$ cat src/rtl/l2_pkg.sv
// l2_pkg: shared constants and FSM state encoding for the L2 memory adapter.
package l2_pkg;
    localparam int L2_LINE_W  = 256;
    localparam int L2_BURST_W = 64;
    localparam int L2_ADDR_W  = 32;
    localparam int L2_BEATS   = L2_LINE_W / L2_BURST_W;
    localparam int L2_OFF_W   = $clog2(L2_LINE_W / 8);
    typedef logic [1:0] state_t;
    localparam state_t ST_IDLE  = 2'd0;
    localparam state_t ST_FILL  = 2'd1;
    localparam state_t ST_WBACK = 2'd2;
    localparam state_t ST_DONE  = 2'd3;
endpackage

$ cat src/rtl/l2_mem_adapter.sv
// l2_mem_adapter: bridges L2 line fill/writeback requests to a beat-wise burst memory.
// Defining L2_ADAPTER_PERF_EN adds fill_count_o / wback_count_o completion counters.
module l2_mem_adapter
    import l2_pkg::*;
#(
    parameter int LINE_W  = L2_LINE_W,
    parameter int BURST_W = L2_BURST_W,
    parameter int ADDR_W  = L2_ADDR_W
) (
    input  logic               clk,
    input  logic               rst,
    input  logic               read_i,
    input  logic               write_i,
    input  logic [ADDR_W-1:0]  address_i,
    input  logic [LINE_W-1:0]  line_i,
    output logic [LINE_W-1:0]  line_o,
    output logic               resp_o,
    output logic               mem_read_o,
    output logic               mem_write_o,
    output logic [ADDR_W-1:0]  mem_address_o,
    output logic [BURST_W-1:0] mem_wdata_o,
`ifdef L2_ADAPTER_PERF_EN
    output logic [31:0]        fill_count_o,
    output logic [31:0]        wback_count_o,
`endif
    input  logic [BURST_W-1:0] mem_rdata_i,
    input  logic               mem_resp_i
);
    localparam int BEATS = LINE_W / BURST_W;
    localparam int CNT_W = BEATS > 1 ? $clog2(BEATS) : 1;
    localparam int OFF_W = $clog2(LINE_W / 8);
    localparam logic [ADDR_W-1:0] OFF_MASK = ADDR_W'((64'd1 << OFF_W) - 64'd1);

    state_t             state_q, state_d;
    logic [CNT_W-1:0]   cnt_q;
    logic [ADDR_W-1:0]  addr_q;
    logic [LINE_W-1:0]  wline_q, line_q;
    logic               idle, busy, last, accept, beat;

    assign idle   = state_q == ST_IDLE;
    assign busy   = state_q == ST_FILL || state_q == ST_WBACK;
    assign last   = cnt_q == CNT_W'(BEATS - 1);
    assign accept = idle && (read_i || write_i);
    assign beat   = busy && mem_resp_i;

    always_comb begin
        state_d = idle ? (write_i ? ST_WBACK : read_i ? ST_FILL : ST_IDLE) :
                  state_q == ST_DONE ? ST_IDLE :
                  beat && last ? ST_DONE : state_q;
    end

    assign line_o        = line_q;
    assign resp_o        = state_q == ST_DONE;
    assign mem_read_o    = state_q == ST_FILL;
    assign mem_write_o   = state_q == ST_WBACK;
    assign mem_address_o = addr_q;
    assign mem_wdata_o   = mem_write_o ? wline_q[int'(cnt_q) * BURST_W +: BURST_W] : '0;

    always_ff @(posedge clk) begin
        if (rst) begin
            state_q <= ST_IDLE;
            cnt_q   <= '0;
            addr_q  <= '0;
            wline_q <= '0;
            line_q  <= '0;
        end else begin
            state_q <= state_d;
            if (accept) begin
                addr_q <= address_i & ~OFF_MASK;
                cnt_q  <= '0;
                if (write_i)
                    wline_q <= line_i;
            end else if (beat) begin
                cnt_q <= last ? '0 : cnt_q + 1'b1;
                if (mem_read_o)
                    line_q[int'(cnt_q) * BURST_W +: BURST_W] <= mem_rdata_i;
            end
        end
    end

`ifdef L2_ADAPTER_PERF_EN
    logic [31:0] fill_q, wback_q;

    assign fill_count_o  = fill_q;
    assign wback_count_o = wback_q;

    // Counted on the edge entering DONE so the new value is visible alongside resp_o.
    always_ff @(posedge clk) begin
        if (rst) begin
            fill_q  <= '0;
            wback_q <= '0;
        end else if (beat && last) begin
            fill_q  <= fill_q + {31'd0, mem_read_o};
            wback_q <= wback_q + {31'd0, mem_write_o};
        end
    end
`endif
endmodule

$ cat config.mk
export PLATFORM = sky130hd
export DESIGN_NAME = l2_mem_adapter
export DESIGN_NICKNAME = d
export VERILOG_FILES = /design/src/rtl/l2_pkg.sv /design/src/rtl/l2_mem_adapter.sv
export SDC_FILE = /design/constraint.sdc
export NUM_CORES = 1
export LEC_CHECK = 0
export CORE_AREA = 8 8 273 275
export DETAILED_ROUTE_END_ITERATION = 16
export DIE_AREA = 0 0 281 283
export GPL_TIMING_DRIVEN = 0
export PLACE_DENSITY_LB_ADDON = 0.05
export SLEW_MARGIN = 10
export SYNTH_ARGS = -nofsm -noshare
export SYNTH_HDL_FRONTEND = slang
export SYNTH_SLANG_ARGS = --single-unit
$ cat constraint.sdc
create_clock -name clk -period 5.25 [get_ports clk]
set_input_delay 0.525 -clock clk [delete_from_list [all_inputs] [get_ports clk]]
set_output_delay 0.525 -clock clk [all_outputs]
set_load 0.05 [all_outputs]
==> results.toml <==
[run_status]
outcome = "finished clean"

[detailed_routing]
drc = 0
drt_iter0_markers = 1132
wirelength_microns = 99600
vias_per_cell = 4.87
ant_nets = 0
via_count = 21155
wl_per_cell_microns = 22.9
first_pass_iters = 5

[synthesis]
netlist_area_sq_mm = 0.0212
ys_seq_area_share_pct = 51.2
synth_edf_count = 0
synth_area_per_cell_sq_um = 8.27
synth-seq-cells = 543
ys_types = 28
ys_warn_count = 0
syn_inst = 2565
synthArstFlopShare_pct = 0
synth_ff_type = "dfxtp_1"

[final_layout]
layout-drive-gt1-share_pct = 7.28
final_core_util_pct = 44.5
fin_nets = 3697
mostFrequentLayoutCell = "nand2_1"
syn_to_final_growth_pct = 47.9
stdcell_count = 4347
final_cell_mix = "nand2_1 (824), clkdlybuf4s50_1 (699), dfxtp_1 (543)"

[timing]
max_freq_ghz = 0.244
fin_crit_sh_pct = 78.1
finalSetupTns_ps = 0
worst_slew_pin_slew_ps = 1220
skew_ps = 16.6
hold_viol = 0
rsz0062_at_grt = "false"
period_needed_ps = 4100
slew_headroom_pct = 18.7
setup_viol_count_final = 0
drv_slew = 0

[clocking]
cts_resized = 0
cts_setup_buffers = 0
cts_sinks = 543
cts_buffers = 61
cts_buffer_depth = 3
clk_pin_slew_ps = 60
cts_htree_levels = 2
cts_tree = "built"
postCtsHoldBufs = 0
clock_latency_ps = 620
clock-root-buffer = "clkbuf_16"

[floorplanning]
start_util_pct = 30.1
die_area_sq_mm = 0.0795
die_height_microns = 283
die_w_microns = 281
coreArea_sq_mm = 0.0705
num_io_pins = 712
row_count = 98

[run]
maxCapViolCount = 0

[min_path]
hold_start = "mem_resp_i"
hold_class = "in2reg"
min_path_cells = 4
hold-path-endpoint = "cnt_q[0]"

[critical_path]
start_kind = "register"
critPathArrivalTime_ps = 3570
timing.rr.end = "line_o[250]"
crit_fanout = 10
reg2regPathDepth = 9
worstSetupEndpointType = "output port"
worstSetupPathType = "reg2out"
critPathRequiredTime_ps = 4720
r2r_start = "cnt_q[1]"
r2r_slack_ps = 1910

[global_routing]
grt_max_degree = 15
grt_pass1_wl_microns = 143000
overflow = 0
grtUsageTotal_pct = 23.9
grt_pass1_vias = 21681
antenna_found_initial = 25

[place]
portBuffers = 699
place_congestion = 0.849
hpwl_microns = 79000
dp_cells = 4218

[power]
max-vdd-ir-drop_uv = 240
p_total_mw = 12.1
leakagePower_nw = 10.7
powerDensity_mw_per_mm2 = 384
==> cell families (layout without fill, tap and decap cells) <==
| family | count (synthesis) | after routing | synth area share, % |
|---|---|---|---|
| and+or+nand+nor | 1164 | 1164 | 23.4 |
| DFF | 543 | 543 | 51.2 |
| other | 1 | 25 | 0.0177 |
| AOI/OAI and AO/OA | 545 | 545 | 12.9 |
| buffers and inverters | 237 | 1045 | 5.06 |
| adders and majority gates | 9 | 9 | 0.531 |
| muxes | 66 | 66 | 6.89 |
==> how the worst max path moves through the flow <==
stage               start              end  slack [ps]  cells after the start
2_1_floorplan  state_q[0]  mem_wdata_o[10]        2920                      5
3_3_place_gp     cnt_q[1]  mem_wdata_o[28]        1780                      5
3_5_place_dp     cnt_q[1]  mem_wdata_o[28]        1760                      5
4_1_cts          cnt_q[1]  mem_wdata_o[28]        1060                      5
5_1_grt          cnt_q[1]  mem_wdata_o[28]        1030                      5
6_report         cnt_q[1]  mem_wdata_o[28]        1150                      5
==> per-layer routing <==
metal	routed length [microns]	up-vias	part of all wire (%)	global-route usage [%]
met5	92	-	0.092	0
met3	7780	188	7.8	7.09
li1	-	10151	-	-
met1	38300	10088	38	26.9
met2	49500	714	50	42.0
met4	3960	14	4.0	9.64
==> power by group <==
group	switching (mW)	total, mW	internal [mW]
sequential	0.232	4.75	4.52
combinational	2.08	3.20	1.11
clock	1.72	4.11	2.39
total	4.03	12.1	8.02
==> layout make-up <==
type	count	area, sq um
Fill cell	6998	39100
Sequential cell	543	10900
Multi-Input combinational cell	1789	9290
Timing Repair Buffer	699	7000
Clock buffer	99	1860
Tap cell	950	1190
Buffer	232	1060
Clock inverter	10	50.0
Antenna cell	20	50.0
Inverter	5	18.8
==> critical path: stages, from the launching register on <==
cell	delay (ps)
dfxtp_1	480
buf_2	370
clkbuf_1	630
mux4_2	330
and2_1	210
clkdlybuf4s50_1	910
==> flip-flops by register name (all words and copies together), names as in the netlist <==
name,cells
state_q,2
cnt_q,2
wline_q,256
mem_address_o,27
line_o,256
==> synth_stat cells (2+ instances only) <==
library cell    n  area, sq um
nand4_1         4         25.0
buf_4           8         60.1
clkbuf_1      129          484
nand3_1       256         1280
ha_1            9          113
a21oi_1       539         2700
buf_1          17         63.8
buf_2          69          345
mux2i_1         2         20.0
and4_1          4         35.0
and2_1         65          407
dfxtp_1       543        10900
nand2_1       824         3090
and4bb_2        2         25.0
buf_6           9          101
nor2_1          2         7.51
mux4_2         64         1440
inv_1           5         18.8
nor4b_4         2         47.6
a211oi_1        2         15.0
nor3_1          3         15.0
==> through the flow <==
step / hold slack (ps) / area [sq um] / worst slack, ps
after floorplan: 433 / 21200 / 2920
after global placement: 439 / 29400 / 1780
after detailed placement: 443 / 29400 / 1760
after CTS: 387 / 31300 / 1060
after global routing: 415 / 31400 / 1030
final: 429 / 31400 / 1150
(Power assumes the default switching activity.)
